[config.mk]
export PLATFORM = sky130hd
export DESIGN_NAME = vc_control
export DESIGN_NICKNAME = d
export VERILOG_FILES = /design/src/rtl/lc3b_types.sv /design/src/rtl/vc_control_way_select.sv /design/src/rtl/vc_control.sv
export SDC_FILE = /design/constraint.sdc
export NUM_CORES = 1
export LEC_CHECK = 0
export CAP_MARGIN = 15
export CORE_ASPECT_RATIO = 1.1
export CORE_MARGIN = 5
export CORE_UTILIZATION = 25
export DETAILED_ROUTE_END_ITERATION = 10
export GPL_ROUTABILITY_DRIVEN = 1
export SYNTH_ARGS = -nofsm -noshare
export SYNTH_HDL_FRONTEND = slang
export SYNTH_SLANG_ARGS = --single-unit
[constraint.sdc]
create_clock -name clk -period 1.91 [get_ports clk]
set_clock_uncertainty 0.05 [all_clocks]
set_input_delay 0.2865 -clock clk [delete_from_list [all_inputs] [get_ports clk]]
set_output_delay 0.2865 -clock clk [all_outputs]
set_load 0.05 [all_outputs]
[src/rtl/lc3b_types.sv]
// Shared LC-3b types: victim-cache sequencing states and geometry.
package lc3b_types;

  localparam int VC_WAYS  = 8;
  localparam int VC_IDX_W = 3;

  typedef enum logic [3:0] {
    INIT     = 4'd0,
    IDLE     = 4'd1,
    LOOKUP   = 4'd2,
    HIT_RESP = 4'd3,
    FETCH    = 4'd4,
    SELECT   = 4'd5,
    WB       = 4'd6,
    INSERT   = 4'd7,
    RESP_W   = 4'd8
  } vc_state_t;

endpackage

[src/rtl/vc_control_way_select.sv]
// Lowest-index priority encoder: returns the index of the lowest set bit and a found flag.
module vc_way_select #(
  parameter int WAYS  = 8,
  parameter int IDX_W = 3
) (
  input  logic [WAYS-1:0]  vec,
  output logic [IDX_W-1:0] idx,
  output logic             found
);

  always_comb begin
    idx   = '0;
    found = 1'b0;
    // Scan high to low so the lowest set bit is the last assignment.
    for (int i = WAYS - 1; i >= 0; i--) begin
      if (vec[i]) begin
        idx   = IDX_W'(i);
        found = 1'b1;
      end
    end
  end

endmodule

[src/rtl/vc_control.sv]
// Victim-cache sequencer between L2 and physical memory: lookups, insertions,
// dirty write-backs and the post-reset invalidation sweep.
//
// state    | meaning
// ---------+----------------------------------------------------
// INIT     | sweep counter walks every way, writing invalid/clean
// IDLE     | wait for an L2 request (write beats read)
// LOOKUP   | read: register the hitting way or go fetch
// HIT_RESP | return VC line to L2 and invalidate the entry
// FETCH    | read miss: pmem read, resp follows pmem_resp
// SELECT   | write: choose hit / free / LRU way as target
// WB       | write back the dirty target to pmem
// INSERT   | write the victim line into the target way
// RESP_W   | acknowledge the insertion to L2
module vc_control
  import lc3b_types::*;
#(
  parameter int WAYS  = VC_WAYS,
  parameter int IDX_W = VC_IDX_W
) (
  input  logic             clk,
  input  logic             reset_n,
  input  logic             l2_vc_read,
  input  logic             l2_vc_write,
  input  logic             l2_victim_dirty,
  output logic             l2_vc_resp,
  output logic             l2_vc_hit,
  output logic             l2_line_dirty,
  input  logic [WAYS-1:0]  way_hit,
  input  logic [WAYS-1:0]  way_valid,
  input  logic [WAYS-1:0]  way_dirty,
  input  logic [IDX_W-1:0] lru_way,
  output logic [IDX_W-1:0] data_index,
  output logic             load_vc,
  output logic             load_vc_dirty,
  output logic             valid_in,
  output logic             dirty_in,
  output logic             load_lru,
  output logic             pmem_read,
  output logic             pmem_write,
  input  logic             pmem_resp
);

  vc_state_t        state_q, state_d;
  logic [IDX_W-1:0] cnt_q, cnt_d;
  logic [IDX_W-1:0] idx_q, idx_d;
  logic             op_write_q, op_write_d;

  logic [IDX_W-1:0] hit_idx, free_idx, target_idx;
  logic             hit_found, free_found;

  vc_way_select #(.WAYS(WAYS), .IDX_W(IDX_W)) u_hit_sel (
    .vec   (way_valid & way_hit),
    .idx   (hit_idx),
    .found (hit_found)
  );

  vc_way_select #(.WAYS(WAYS), .IDX_W(IDX_W)) u_free_sel (
    .vec   (~way_valid),
    .idx   (free_idx),
    .found (free_found)
  );

  always_comb begin
    target_idx = lru_way;
    if (hit_found) begin
      target_idx = hit_idx;
    end else if (free_found) begin
      target_idx = free_idx;
    end
  end

  always_ff @(posedge clk or negedge reset_n) begin
    if (!reset_n) begin
      state_q    <= INIT;
      cnt_q      <= '0;
      idx_q      <= '0;
      op_write_q <= 1'b0;
    end else begin
      state_q    <= state_d;
      cnt_q      <= cnt_d;
      idx_q      <= idx_d;
      op_write_q <= op_write_d;
    end
  end

  always_comb begin
    state_d       = state_q;
    cnt_d         = cnt_q;
    idx_d         = idx_q;
    op_write_d    = op_write_q;
    l2_vc_resp    = 1'b0;
    l2_vc_hit     = 1'b0;
    l2_line_dirty = 1'b0;
    data_index    = idx_q;
    load_vc       = 1'b0;
    load_vc_dirty = 1'b0;
    valid_in      = 1'b0;
    dirty_in      = 1'b0;
    load_lru      = 1'b0;
    pmem_read     = 1'b0;
    pmem_write    = 1'b0;

    unique case (state_q)
      INIT: begin
        data_index    = cnt_q;
        load_vc       = 1'b1;
        load_vc_dirty = 1'b1;
        cnt_d         = cnt_q + IDX_W'(1);
        if (cnt_q == IDX_W'(WAYS - 1)) begin
          state_d = IDLE;
        end
      end
      IDLE: begin
        if (l2_vc_write) begin
          op_write_d = 1'b1;
          state_d    = SELECT;
        end else if (l2_vc_read) begin
          op_write_d = 1'b0;
          state_d    = LOOKUP;
        end
      end
      LOOKUP: begin
        if (hit_found) begin
          idx_d   = hit_idx;
          state_d = HIT_RESP;
        end else begin
          state_d = FETCH;
        end
      end
      HIT_RESP: begin
        l2_vc_resp    = 1'b1;
        l2_vc_hit     = 1'b1;
        l2_line_dirty = way_dirty[idx_q];
        // The line migrates to L2, so the entry is freed on the way out.
        load_vc       = 1'b1;
        load_vc_dirty = 1'b1;
        state_d       = IDLE;
      end
      FETCH: begin
        pmem_read  = 1'b1;
        l2_vc_resp = pmem_resp & ~op_write_q;
        if (pmem_resp) begin
          state_d = IDLE;
        end
      end
      SELECT: begin
        idx_d = target_idx;
        if (way_valid[target_idx] && way_dirty[target_idx] && !hit_found) begin
          state_d = WB;
        end else begin
          state_d = INSERT;
        end
      end
      WB: begin
        pmem_write = 1'b1;
        if (pmem_resp) begin
          state_d = INSERT;
        end
      end
      INSERT: begin
        load_vc       = 1'b1;
        load_vc_dirty = 1'b1;
        load_lru      = 1'b1;
        valid_in      = 1'b1;
        dirty_in      = l2_victim_dirty;
        state_d       = RESP_W;
      end
      RESP_W: begin
        l2_vc_resp = 1'b1;
        state_d    = IDLE;
      end
      default: begin
        state_d = INIT;
        cnt_d   = '0;
      end
    endcase

    // Everything is quiet while reset is held, including the INIT decode.
    if (!reset_n) begin
      l2_vc_resp    = 1'b0;
      l2_vc_hit     = 1'b0;
      l2_line_dirty = 1'b0;
      data_index    = '0;
      load_vc       = 1'b0;
      load_vc_dirty = 1'b0;
      valid_in      = 1'b0;
      dirty_in      = 1'b0;
      load_lru      = 1'b0;
      pmem_read     = 1'b0;
      pmem_write    = 1'b0;
    end
  end

endmodule

== Word level (Yosys, flattened, before mapping) ==
Index checks and enable logic that the tools add are counted.

* Div/mod/pow operators: 0
* Bitwise operators: 4
* Order comparisons: 2
* Multipliers: 0
* Equal/unequal tests: 14
* Shifts and indexed selects: 0
* Reduce and logical (&&, ||, !) cells: 12
* Add/sub/neg operators: 1
* Multiplexer cells: 71

{| class="wikitable"
|+ Operator list
! cell !! number
|-
| $mux 3 || 22
|-
| $mux 1 || 37
|-
| $pmux 4 s8 || 1
|-
| $mux 4 || 5
|-
| $eq 4x3->1 const B || 4
|-
| $pmux 3 s2 || 2
|-
| $bmux 1 s3 || 3
|-
| $and 8x8->8 || 1
|-
| $eq 4x2->1 const B || 2
|-
| $lt 3x4->1 const B || 2
|-
| $ne 2x2->1 const B || 4
|-
| $not 8->8 || 1
|-
| $reduce_or 8->1 || 1
|-
| $eq 4x1->1 const B || 1
|-
| $eq 4x4->1 const B || 1
|-
| $logic_not 4->1 || 1
|-
| $reduce_and 2->1 || 2
|-
| $reduce_and 4->1 || 1
|-
| $reduce_bool 2->1 || 2
|-
| $add 3x1->3 const B || 1
|-
| $eq 3x3->1 const B || 1
|-
| $ne 3x3->1 const B || 1
|-
| $reduce_or 3->1 || 1
|-
| $logic_and 1x1->1 || 2
|-
| 5 further kinds || 5
|}

* Word-level logic and storage cells: 108
* Input bits: 33
* Output and inout port bits: 13
* Memories: 0
* Latch bits: 0
* Memory bits (writable): 0
* Bits in read-only memories: 0
* Bits in registers: 11

== Depth between registers and ports, before layout ==
Gate-level depths: netlist of the first run.

* Depth after elaboration: 17
* Gate-level depth with buffers: 8
* Mapped depth without buffers: 8

== Hierarchy ==
From an unflattened synthesis of the first run, not the netlist that was laid out.

* Cells, all modules: 176
* Area, all modules: 1,320.0 µm²

{| class="wikitable"
|+ Modules (own cells, without submodules)
! module !! times used !! area each (µm²) !! cells an instance
|-
| vc_control || 1 || 1,159.9 || 150
|-
| vc_way_select || 2 || 80.1 || 13
|}

== Worst setup path after synthesis of the first run ==
No wires, ideal clock.

* Path type: flip-flop to output port
* Start point: reg state_q[0]
* End point: out l2_line_dirty
* Setup slack: -1,766 ps
* Cell stages (with the launch flop): 5
* Arrival: 3,339 ps
* Cell sequence: dfrtp_1 > buf_1 > nand2_1 > nor4b_1 > nor2b_1

* Cells in the longest elaborated chain, start to end: 3

{| class="wikitable"
|+ RTL lines
! element !! line !! text
|-
| start, declared || vc_control.sv:44 || <nowiki>vc_state_t state_q, state_d;</nowiki>
|-
| start signal, assigned || vc_control.sv:80 || <nowiki>state_q <= state_d;</nowiki>
|-
| $eq 4x2->1 || vc_control.sv:104 || <nowiki>unique case (state_q)</nowiki>
|-
| $mux 1 || vc_control.sv:104 ||
|-
| $mux 1 || vc_control.sv:180 || <nowiki>if (!reset_n) begin</nowiki>
|-
| end, declared || vc_control.sv:28 || <nowiki>output logic l2_line_dirty,</nowiki>
|}

Every way passes these cells.

== Worst setup path after layout of the first run ==
* Start point: in way_dirty[1]
* End point: out l2_line_dirty

* Cells in the longest elaborated chain, start to end: 4

{| class="wikitable"
|+ RTL lines
! element !! line !! text
|-
| start, declared || vc_control.sv:31 || <nowiki>input logic [WAYS-1:0] way_dirty,</nowiki>
|-
| $bmux 1 s3 || vc_control.sv:134 || <nowiki>l2_line_dirty = way_dirty[idx_q];</nowiki>
|-
| $mux 1 (implied by the code) || vc_control.sv:134 ||
|-
| $mux 1 || vc_control.sv:104 ||
|-
| $mux 1 || vc_control.sv:180 ||
|}

Every way passes these cells. The select of a mux whose other input is x is not followed.

==> metrics, run 1 <==
ANT cells=0; DRC=0; Worst Setup EP=l2_line_dirty; Register Area=between 200 and 300 µm²; Gate power share=about three quarters; unrepaired setup endpoints after global routing=yes; worst reg2reg path depth=7; sw power=between 1 and 1.5 mW; vias in the first global route=roughly 1,500; Least-Margin Pin Slew=between 0.2 and 0.3 ns; initial antenna violation count=0; maximum buffer depth of the clock tree=2; wirelength, routed=around 4500 µm; Pins Over Slew Limit=0; initial core utilization=26.26%; Max-Slew Margin vs Limit=80.01%; Layout area overhead=118.6%; fmax=~500 MHz; WHS=0.4434 ns; WL per Instance=approximately 15 µm; Multi-input gate area=0.001051 mm²; Final Hold Vio Count=0; Seq/Total Area, Yosys=23.94%; Ys Warns=0; period utilization=104.9%; share of layout cells above drive strength 1=56.35%; dominant synthesized flop cell=dfrtp_1; Synth cell types=44; clock share of power=under 10%; Startpoint Class=primary input; Gate Count Post-Synth=145; Avg Inst Size Synth=7.930 µm²; Port Buffers=45; status=complete, but fails checks; sequential share of power=approximately 17%; Sink Count=11; Final HPWL DP=roughly 3300 µm; post-place setup slack=-0.5330 ns; leading area contributor after synthesis=dfrtp_1; first-pass iteration count of the detailed router=4; grt ovf=0; Die ar.=between 0.006 and 0.007 mm²; die height=a little over 80 µm; Iter 0 DRT Violations=86; Worst Path Max Fanout=2; Worst-Skew Late Latency=0.24 ns; internal power=~1.6 mW; CTS tree=yes; r2r endpoint=idx_q[2]; die width=74.66 µm; CTS clock-pin slew for the worst setup and hold paths=0.06 ns; asr flop ratio synth=100.0%; minimum clock period=between 2 and 2.5 ns; Setup Crit Path Kind=primary input to output port; failing checks=setup timing; synthesized area=0.001150 mm²; cts bufs inserted=3; Site Rows=25; hold buffer count at cts=0; Final setup viols=6; # fillers=391; PnR worst setup slack=-0.09338 ns; Vias=1,539; sw frac=a little over two fifths; reg2reg setup slack=about 0.080 ns; gpl congestion=0.8300; RR Startpoint=state_q[1]; CP Data Arrival Time=1.67 ns; Hold WC Path Type=primary input to asynchronous set/reset pin; Antenna Violating Nets Remaining=0; Critical Path Sink Type=output port; Synth Register Bits=11; leak pwr=1.111 nW; Via density=5.029; worst vdd ir=around 1100 µV; IO Count=46; maximum number of pins on one net before global-route repair=12; core area=between 0.004 and 0.005 mm²; GRT Overall Usage=14.25%; power per cell area=between 1000 and 1500 mW/mm²; Data required, critical path=between 1.5 and 2 ns; # Max-Cap Violations=0; cell chosen for the clock root=clkbuf_8; Worst setup startpoint=way_dirty[1]; first-pass GRT wire length=between 6000 and 7000 µm; Post-synth EDFFs=0; synth top area cells=dfrtp_1, mux2i_1, nand2_1; syn nets=180; fin nets=about 290; Synth top area share=a little under a quarter; H-tree lvl count=1
[synth_stat cells, types with 2 or more instances]
master,count
nor2b_1,5
nand2b_1,3
and3_1,2
nand3_1,8
clkbuf_1,4
o21ai_1,4
nor2_1,10
a21oi_1,7
nor3_1,6
dfrtp_1,11
a41oi_1,2
o21ai_0,2
inv_1,5
and2_1,2
mux4_2,3
nor3b_1,2
ha_1,2
o211ai_1,2
nor4_1,2
o31ai_1,2
a22o_1,4
nand2_1,23
mux2i_1,10
o22ai_1,3
buf_4,2
[timing repair]
item | in CTS | in global routing
pin swaps | 12 | 15
endpoints found under the setup margin | 12 | 18
gates resized for setup | 41 | 40
endpoints found under the hold margin | 0 | 0
buffers inserted | 8 | 12
[stage by stage]
stage | std cells | utilization (%) | power, mW | setup TNS [ns] | area (µm²)
after CTS | 294 | 53.69 | 2.635 | -0.3875 | 2351
after floorplan | 145 | - | 1.548 | -0.3250 | 1275
after detailed placement | 282 | 50.43 | 2.282 | -2.188 | 2208
after global routing | 306 | 57.40 | 3.064 | -0.7563 | 2514
final | 306 | 57.40 | 2.881 | -0.3002 | 2514
after global placement | 282 | 50.43 | 2.262 | -2.116 | 2208
[critical path, stage by stage]
cell	delay [ns]
clkdlybuf4s50_1	0.42
mux4_2	0.45
mux2i_1	0.17
buf_4	0.16
nor2b_4	0.04
buf_12	0.14
[state kept, by name, summed over array words and instances, names as in the netlist]
signal and flops:
cnt_q 3, idx_q 3, op_write_q 1, state_q 4
[power groups by stage]
stage               Clock, mW  Sequential (mW)  Combinational, mW
floorplan                   0            0.421               1.13
global placement            0            0.490               1.77
detailed placement          0            0.498               1.78
CTS                     0.246            0.499               1.89
global route            0.256            0.512               2.30
finish                  0.242            0.496               2.14
[layout make-up]
cell class	count	share of cell area (%)
clock buffers	4	1.792
inverters	5	0.7466
multi-input cells	122	41.81
flip-flops and latches	11	11.15
well taps	54	2.688
repair buffers	110	41.81
[how the worst min path moves through the flow]
stage	startpoint	end	slack (ns)	depth (start not counted)
3_5_place_dp	op_write_q	op_write_q	0.45	1
3_3_place_gp	op_write_q	op_write_q	0.46	1
2_1_floorplan	reset_n	cnt_q[0]	-0.06	0
4_1_cts	reset_n	op_write_q	0.44	2
5_1_grt	reset_n	idx_q[1]	0.48	2
6_report	reset_n	state_q[3]	0.44	2
[layer usage]
| layer | vias to the layer above | global-route usage, % | part of all wire, % | wire [µm] |
|---|---|---|---|---|
| met5 | - | 0 | 0 | 0 |
| met4 | 0 | 2.313 | 0.76 | 34 |
| met3 | 6 | 2.847 | 5.4 | 240 |
| met2 | 47 | 23.37 | 49 | 2201 |
| met1 | 731 | 19.57 | 44 | 1980 |
| li1 | 755 | - | - | - |
[cells by family (layout without fill, tap and decap cells)]
logic type               count (synthesis)  count (layout)  share of synthesized area [%]
adder cells (fa/ha/maj)                  2               2                          2.176
XOR/XNOR                                 1               1                         0.7618
buffers and inverters                   12             119                          4.569
AND/OR/NAND/NOR                         70              70                          30.90
AO/OA/AOI/OAI                           35              35                          22.09
multiplexers                            14              14                          15.56
flip-flops                              11              11                          23.94
[layout by cell type (no fill, tap or decap), types with 6 or more instances in the layout]
cell type | synthesis | final
nand3_1 | 8 | 6
buf_12 | 0 | 15
nor2_1 | 10 | 7
dlygate4sd2_1 | 0 | 12
buf_4 | 2 | 59
clkdlybuf4s50_1 | 0 | 8
mux2i_1 | 10 | 10
nand2_1 | 23 | 19
dfrtp_1 | 11 | 7
clkbuf_2 | 0 | 9
(Power assumes the default switching activity.)
==> inputs of run 2 (changes only) <==
Clock period 1.91 ns to 2.1 ns, I/O delays scaled along.
==> metrics, run 2 (same netlist as run 1, synthesis figures left out) <==
die width=74.66 µm (unchanged); DRC=0 (unchanged); first-pass GRT wire length=6617 µm (-2.6%); Final Hold Vio Count=0 (unchanged); hold buffer count at cts=0 (unchanged); Final HPWL DP=3247 µm (-0.43%); PnR worst setup slack=0.05188 ns (+0.1453 ns); die height=81.13 µm (unchanged); Site Rows=25 (unchanged); total power=2.317 mW (-20%); initial antenna violation count=0 (unchanged); Setup Crit Path Kind=primary input to output port; period utilization=97.53%; Layout area overhead=100.4%; worst vdd ir=323.2 µV (-71%); first-pass iteration count of the detailed router=4 (unchanged); post-place setup slack=-0.4494 ns (+0.08369 ns); Port Buffers=45 (unchanged); Final setup viols=0 (-6); gpl congestion=0.9037 (+8.9%); power per cell area=1005 mW/mm² (-12%); sw frac=44.63% (+1.1 points); fin nets=270 (-6.3%); CP Data Arrival Time=1.68 ns (about the same); CTS tree=yes; ANT cells=0 (unchanged); commonest non-fill, non-tap cell in the layout=buf_4; final setup TNS=0 ns (+0.3002 ns); H-tree lvl count=1 (unchanged); Antenna Violating Nets Remaining=0 (unchanged); vias in the first global route=1,487 (-0.60%); cell chosen for the clock root=clkbuf_8; sequential share of power=20.4% (+3.2 points); Hold WC Path Type=primary input to asynchronous set/reset pin; Worst Path Max Fanout=2 (unchanged); Iter 0 DRT Violations=84 (-2.3%); status=completed; maximum buffer depth of the clock tree=2 (unchanged); Vias=1,476 (-4.1%); leak pwr=1.015 nW (-8.7%); Max-Slew Margin vs Limit=72.63% (-7.4 points); minimum clock period=2.048 ns; grt ovf=0 (unchanged); Startpoint Class=primary input; share of layout cells above drive strength 1=41.45% (-15 points); Pins Over Slew Limit=0 (unchanged); Biggest register=state_q; CTS clock-pin slew for the worst setup and hold paths=0.05 ns (about the same); wirelength, routed=4075 µm (-8.5%); GRT Overall Usage=13.89% (-0.37 points); unrepaired setup endpoints after global routing=yes; fmax=slightly below 500 MHz; clock share of power=9.4% (+1.0 points); Worst-Skew Late Latency=0.24 ns (about the same); Critical Path Sink Type=output port; cts bufs inserted=3 (unchanged); most frequent cells in the layout=buf_4, nand2_1, clkdlybuf4s50_1; Least-Margin Pin Slew=0.4071 ns (+0.1076 ns); Sink Count=11 (unchanged); Die ar.=0.006057 mm² (unchanged); WL per Instance=14.15 µm (-2.8%); initial core utilization=26.26% (unchanged); sw power=1.034 mW (-18%); Gate power share=70.2% (-4.2 points); Via density=5.125 (+1.9%); Data required, critical path=1.74 ns (+0.17 ns); maximum number of pins on one net before global-route repair=10 (-2); IO Count=46 (unchanged); max FFs per register=4 (unchanged); Top Registers=state_q (4), cnt_q (3), idx_q (3); core area=0.004379 mm² (unchanged); internal power=1.283 mW (-21%); # Max-Cap Violations=0 (unchanged); # fillers=400 (+2.3%)
-- run 2: cell types whose count changed in the layout (fill, tap and decap cells not counted), sizes merged --
cell           change
clkdlybuf4s50      +9
buf               -18
dlygate4sd2        -2
clkdlybuf4s15      -2
clkbuf             -9
dlymetal6s2s       +4
-- run 2: final cells by class --
class	count	area [µm²]	area share, %
multi-input cells	122	954.7	41.42
well taps	54	67.56	2.932
inverters	5	18.77	0.8143
flip-flops and latches	11	281.5	12.21
repair buffers	92	937.1	40.66
clock buffers	4	45.04	1.954
-- run 2: layer usage --
metal | GRT usage [%] | wire [µm]
met5 | 0 | 0
met4 | 4.270 | 39
met3 | 2.475 | 288
met2 | 25.92 | 2107
met1 | 15.71 | 1640
-- run 2: through the flow --
stage	area, µm²	hold slack, ns	std cells	utilization [%]
global placement	2118	0.4532	276	48.37
detailed placement	2118	0.4669	276	48.37
floorplan	1224	-0.03059	145	-
finish	2305	0.4031	288	52.63
global route	2305	0.4278	288	52.63
CTS	2215	0.4045	283	50.57
-- run 2: path summary, 6_finish.rpt --
| check | endpoint | depth (start not counted) | slack, ns | from |
|---|---|---|---|---|
| max | l2_line_dirty | 6 | 0.05 | way_dirty[5] |
| min reg2reg | op_write_q | 1 | 0.50 | op_write_q |
| max reg2reg | state_q[0] | 8 | 0.19 | cnt_q[0] |
| min | state_q[2] | 2 | 0.40 | reset_n |
| max in group asynchronous | idx_q[0] | 3 | 1.29 | reset_n |
| min in group clk | state_q[2] | 4 | 0.47 | pmem_resp |
-- run 2: power by group through the flow --
stage | Combinational (mW) | Sequential [mW] | Clock (mW)
3_3_place_gp | 1.49 | 0.451 | 0
2_1_floorplan | 0.971 | 0.377 | 0
3_5_place_dp | 1.50 | 0.457 | 0
5_1_grt | 1.74 | 0.489 | 0.234
6_report | 1.63 | 0.472 | 0.219
4_1_cts | 1.53 | 0.456 | 0.224
-- run 2: timing repair --
action / 4_1_cts / 5_1_grt
gates resized for setup: 21 / 16
setup buffers: 3 / 5
hold endpoints to repair: 0 / 0
setup endpoints to repair: 9 / 10
pin swaps: 8 / 8
-- run 2: worst max-delay path, cell delays in order --
cell             delay (ns)
clkdlybuf4s50_1        0.44
mux4_2                 0.46
mux2i_1                0.14
buf_4                  0.15
nor2b_4                0.04
buf_12                 0.14
